$ cat src/rtl/debounce_scheduler.sv
// ---------------------------------------------------------------------------
// debounce_scheduler
//
// Debounces four raw switch inputs with one shared sampler. A 2-bit slot
// counter, advanced by a prescaler tick, picks one channel per tick. Each
// channel keeps its own stability counter. A new level is accepted after
// STABLE_CNT consecutive samples that disagree with the current clean level.
// Every accepted change produces a one-cycle rise or fall pulse.
//
// Ports:
//   clk    in   1  system clock, rising edge
//   rst    in   1  asynchronous active-low reset
//   en     in   1  scheduler enable; 0 freezes prescaler, slot, counts, levels
//   sw_in  in   4  raw asynchronous switch levels, bit n = channel n
//   clean  out  4  debounced levels
//   rise   out  4  one-cycle pulse on clean 0->1
//   fall   out  4  one-cycle pulse on clean 1->0
//   slot   out  2  channel currently selected for sampling
// ---------------------------------------------------------------------------
module debounce_scheduler #(
  parameter int PRESCALE   = 4,  // clk cycles per slot tick, >= 1
  parameter int STABLE_CNT = 3,  // disagreeing samples to accept, 1..15
  parameter int CW         = 4   // stability counter width, holds STABLE_CNT
) (
  input  logic       clk,
  input  logic       rst,
  input  logic       en,
  input  logic [3:0] sw_in,
  output logic [3:0] clean,
  output logic [3:0] rise,
  output logic [3:0] fall,
  output logic [1:0] slot
);

  // A prescaler of 1 still needs a 1-bit register; it simply stays at 0.
  localparam int              PW         = (PRESCALE > 1) ? $clog2(PRESCALE) : 1;
  localparam logic [PW-1:0]   PRE_LAST   = PW'(PRESCALE - 1);
  localparam logic [CW-1:0]   CNT_ACCEPT = CW'(STABLE_CNT);

  // What the shared sampler does to the selected channel this cycle.
  typedef enum logic [1:0] {
    ACT_IDLE,    // no tick: every channel holds
    ACT_CLEAR,   // sample agrees with clean level: restart the count
    ACT_COUNT,   // sample disagrees, not yet stable long enough
    ACT_ACCEPT   // sample disagrees for the STABLE_CNT-th time: take it
  } sample_act_e;

  // -------------------------------------------------------------------------
  // Two-flop synchroniser per channel. Runs regardless of en so the sampled
  // value is always current when sequencing resumes.
  // -------------------------------------------------------------------------
  logic [3:0] sync1;
  logic [3:0] sync2;

  // NOTE: sequential state uses non-blocking assignments so every flop
  // samples pre-edge values; blocking here would collapse sync1/sync2 into
  // a single stage.
  always_ff @(posedge clk or negedge rst) begin
    if (!rst) begin
      sync1 <= '0;
      sync2 <= '0;
    end else begin
      sync1 <= sw_in;
      sync2 <= sync1;
    end
  end

  // -------------------------------------------------------------------------
  // Prescaler and slot counter. tick marks the enabled cycle on which the
  // current slot is sampled; the slot advances at that same edge, so the
  // sample always uses the pre-increment slot value.
  // -------------------------------------------------------------------------
  logic [PW-1:0] pre;
  logic          tick;

  assign tick = en & (pre == PRE_LAST);

  always_ff @(posedge clk or negedge rst) begin
    if (!rst) begin
      pre  <= '0;
      slot <= '0;
    end else if (en) begin
      pre <= (pre == PRE_LAST) ? '0 : pre + PW'(1);
      if (tick) begin
        slot <= slot + 2'd1;
      end
    end
  end

  // -------------------------------------------------------------------------
  // Shared sample decision for the selected channel.
  // -------------------------------------------------------------------------
  logic [CW-1:0] cnt     [4];
  logic [CW-1:0] cnt_nxt [4];
  logic [3:0]    clean_nxt;
  logic [3:0]    rise_nxt;
  logic [3:0]    fall_nxt;
  logic          sel_sync;
  logic          sel_clean;
  logic [CW-1:0] cnt_inc;
  sample_act_e   act;

  assign sel_sync  = sync2[slot];
  assign sel_clean = clean[slot];
  assign cnt_inc   = cnt[slot] + CW'(1);

  // NOTE: every output of this block is given a default before any branch,
  // so no path leaves a variable unassigned and no latch is inferred.
  always_comb begin
    act       = ACT_IDLE;
    cnt_nxt   = cnt;
    clean_nxt = clean;
    rise_nxt  = '0;
    fall_nxt  = '0;

    if (tick) begin
      if (sel_sync == sel_clean) begin
        act = ACT_CLEAR;
      end else if (cnt_inc == CNT_ACCEPT) begin
        act = ACT_ACCEPT;
      end else begin
        act = ACT_COUNT;
      end
    end

    case (act)
      ACT_CLEAR: cnt_nxt[slot] = '0;
      ACT_COUNT: cnt_nxt[slot] = cnt_inc;
      ACT_ACCEPT: begin
        cnt_nxt[slot]   = '0;
        clean_nxt[slot] = sel_sync;
        rise_nxt[slot]  = sel_sync;
        fall_nxt[slot]  = ~sel_sync;
      end
      default: ;
    endcase
  end

  // -------------------------------------------------------------------------
  // Per-channel state. Pulses are registered unconditionally so a pending
  // pulse still clears on the next edge even while en is low; counts and
  // levels only change through a tick, which already requires en.
  // -------------------------------------------------------------------------
  // NOTE: the counter array is reset explicitly. It is four tiny registers,
  // not a RAM, and a mid-operation reset must discard partial counts.
  always_ff @(posedge clk or negedge rst) begin
    if (!rst) begin
      for (int i = 0; i < 4; i++) begin
        cnt[i] <= '0;
      end
      clean <= '0;
      rise  <= '0;
      fall  <= '0;
    end else begin
      for (int i = 0; i < 4; i++) begin
        cnt[i] <= cnt_nxt[i];
      end
      clean <= clean_nxt;
      rise  <= rise_nxt;
      fall  <= fall_nxt;
    end
  end

endmodule

$ cat config.mk
export PLATFORM = sky130hd
export DESIGN_NAME = debounce_scheduler
export DESIGN_NICKNAME = d
export VERILOG_FILES = /design/src/rtl/debounce_scheduler.sv
export SDC_FILE = /design/constraint.sdc
export NUM_CORES = 1
export LEC_CHECK = 0
export BUFFER_PORTS_ARGS = -buffer_cell sky130_fd_sc_hd__buf_2
export CORE_AREA = 3 3 75 91
export CTS_CLUSTER_SIZE = 30
export DETAILED_ROUTE_END_ITERATION = 12
export DIE_AREA = 0 0 78 94
export PLACE_DENSITY_LB_ADDON = 0.12
export SETUP_SLACK_MARGIN = 0.02
export SKIP_CTS_REPAIR_TIMING = 1
export SLEW_MARGIN = 20
export SYNTH_ARGS = -nofsm -noshare
export SYNTH_HDL_FRONTEND = slang
export SYNTH_SLANG_ARGS = --single-unit
$ cat constraint.sdc
create_clock -name clk -period 2.7 [get_ports clk]
set_clock_uncertainty 0.2 [all_clocks]
set_input_delay 0.135 -clock clk [delete_from_list [all_inputs] [get_ports clk]]
set_output_delay 0.135 -clock clk [all_outputs]
set_load 0.1 [all_outputs]
==> impl_metrics.tcl <==
set metrics [dict create \
    hp-start "sync1[0]" \
    nNetsFinal 185 \
    cts_sinks 40 \
    drt-wirelength-per-cell_um 13.9 \
    diodes 0 \
    whs_endpoint "sync2[0]" \
    die_area_um2 7330 \
    drt-pass1-iter-count 4 \
    worst-endpoint-arrival_ns 2.50 \
    hold_depth 0 \
    h-tree-depth 2 \
    layout-drive-gt1-share_pct 28.5 \
    status "finished clean" \
    insertion_delay_ns 0.29 \
    p_sw_w 0.000794 \
    swShare_pct 39.0 \
    synth_cells 140 \
    via_per_inst 4.56 \
    tightest_slew_ns 0.834 \
    finalCritPeriodShare_pct 93.1 \
    synth_top_area_cell "dfrtp_1" \
    routed_wl_um 3530 \
    ys_types 28 \
    antenna_found_initial 0 \
    io_pins 21 \
    fin_crit_ns 2.51 \
    power_density_nw_per_um2 920 \
    clockBufferDepth 2 \
    cts_tree "built" \
    fillers 619 \
    cts_buffers 5 \
    cellLeakagePower_nw 0.970 \
    synth_area_per_cell_um2 12.8 \
    dp_slack_ns 0.184 \
    synth_area_um2 1790 \
    portBuffers 20 \
    finalSetupTns_ns 0 \
    reg2reg_depth 6 \
    r2r-end "clean[3]" \
    setup_viol 0 \
    ys_warn_count 0 \
    fmax_mhz 398 \
    timing.final.max_slew_violations 0 \
    drt-initial-drc-count 33 \
    p_clk_share_pct 24.6 \
    num_rows 31 \
    fp.dieW_um 78 \
    gr-total-overflow 0 \
    drc_errors 0 \
    ys_ff_latch 40 \
    r2r-start "slot[1]" \
    grt_start_max_net_pins 41 \
    rsz0062_at_grt "no" \
    grt_first_pass_wirelength_um 6240 \
    worst-path-max-fanout 9 \
    final_cell_mix "dfrtp_1, nand2_1, buf_2" \
    grt_pass1_vias 1275 \
    multi_input_area_um2 790 \
    initial_core_util_pct 29.6 \
    design.core.area_um2 6050 \
    hold_path.class "reg -> reg" \
    end_kind "flip-flop" \
    regArea_um2 1010 \
    comb_power_share_pct 37.2 \
    pwr-share-seq_pct 38.2 \
    critPathKind "reg -> reg" \
    synth.top_cell.area_share_pct 55.8 \
    totalPowerFinal_w 0.00203 \
    layout.cells.non_filler 254 \
    synth-seq-area-share_pct 55.8 \
    synth_area_leaders "dfrtp_1, mux4_2, ha_1" \
    start_kind "flip-flop" \
    die_h_um 94 \
    cts-root-buf "clkbuf_8" \
    syn_nets 154 \
    area_growth_pct 23.3 \
    grt.total_usage_pct 11.2 \
    num_vias 1158 \
    hold_viol_final 0 \
    layout_commonest_cell "dfrtp_1" \
    peakVddDrop_mv 0.340 \
    relSlewSlack_pct 44.4 \
    place_congestion 0.725 \
    clk_pin_slew_ns 0.08 \
    dp_cells 240 \
    max_cap_viol_count 0 \
    dpl.hpwl_um 2630 \
    finalWorstSetupSlack_ns 0.186 \
    detail-route-antenna-nets 0 \
    intPower_w 0.00124 \
    reg2reg_setup_slack_ns 0.19 \
    crit_required_ns 2.69 \
]
[synthesized netlist by cell type, drive strengths merged]
cell    instances
a21bo           1
a22o            1
a31oi           1
a41oi           1
and2            9
buf             2
clkbuf          2
dfrtp          40
ha              7
inv             4
mux2            4
mux2i           1
mux4            6
nand2          22
nand2b          3
nand3           1
nand3b          2
nor2            1
nor3            2
nor3b           4
o21ai          10
o41ai           8
or3b            1
xnor2           7
[worst max-delay path, stage by stage (launching register included)]
cell	delay, ns
dfrtp_4	0.43
mux4_2	0.63
inv_1	0.10
ha_1	0.19
nand3b_1	0.24
or3b_1	0.44
a22o_1	0.18
[area by class of cell]
type | count | share of cell area, %
clock buffers | 5 | 3.11
multi-input cells | 92 | 35.7
well taps | 82 | 4.64
flip-flops and latches | 40 | 45.8
clock inverters | 3 | 2.09
inverters | 4 | 0.679
repair buffers | 28 | 7.92
[routing by layer]
layer / up-vias / track usage (%) / part of all wire (%)
li1: 559 / - / -
met1: 573 / 13.3 / 45
met2: 22 / 18.1 / 50
met3: 4 / 3.45 / 3.3
met4: 0 / 5.98 / 1.5
met5: - / 0 / 0
[sequential cells by signal, summed over array words and instances (netlist names)]
| register | flops |
|---|---|
| pre | 2 |
| fall | 4 |
| sync1 | 4 |
| slot | 2 |
| sync2 | 4 |
| cnt | 16 |
| rise | 4 |
| clean | 4 |
[per-stage QoR]
stage | hold WS (ns) | utilization [%] | instance area, um^2
3_3_place_gp | 0.0444 | 33.6 | 2040
5_1_grt | 0.165 | 36.5 | 2210
6_report | 0.154 | 36.5 | 2210
4_1_cts | -0.268 | 35.5 | 2150
3_5_place_dp | 0.0452 | 33.6 | 2040
2_1_floorplan | -0.361 | - | 1840
[how the worst max path moves through the flow]
stage	to	from	slack (ns)
3_3_place_gp	clean[3]	slot[1]	0.22
2_1_floorplan	clean[3]	slot[0]	0.02
5_1_grt	clean[3]	slot[1]	0.05
6_report	clean[3]	slot[1]	0.19
4_1_cts	clean[3]	slot[1]	0.17
3_5_place_dp	clean[3]	slot[1]	0.18
[kinds of logic (layout without fill, tap and decap cells)]
group	Yosys count	after routing	share of synthesized area [%]
and+or+nand+nor	45	45	13.1
adders and majority gates	7	7	4.88
xor gates and xnor gates	7	7	3.42
DFF	40	40	55.8
AOI/OAI and AO/OA	22	22	9.63
muxes	11	11	10.8
buffers and inverters	8	40	2.30
[power by group through the flow]
stage | Combinational (W) | Sequential (W) | Clock (W)
after global placement | 0.000744 | 0.000788 | 0
after detailed placement | 0.000758 | 0.000794 | 0
final | 0.000757 | 0.000778 | 0.000500
after CTS | 0.000760 | 0.000783 | 0.000518
after floorplan | 0.000447 | 0.000934 | 0
after global routing | 0.000822 | 0.000796 | 0.000550
(Power assumes the default switching activity.)
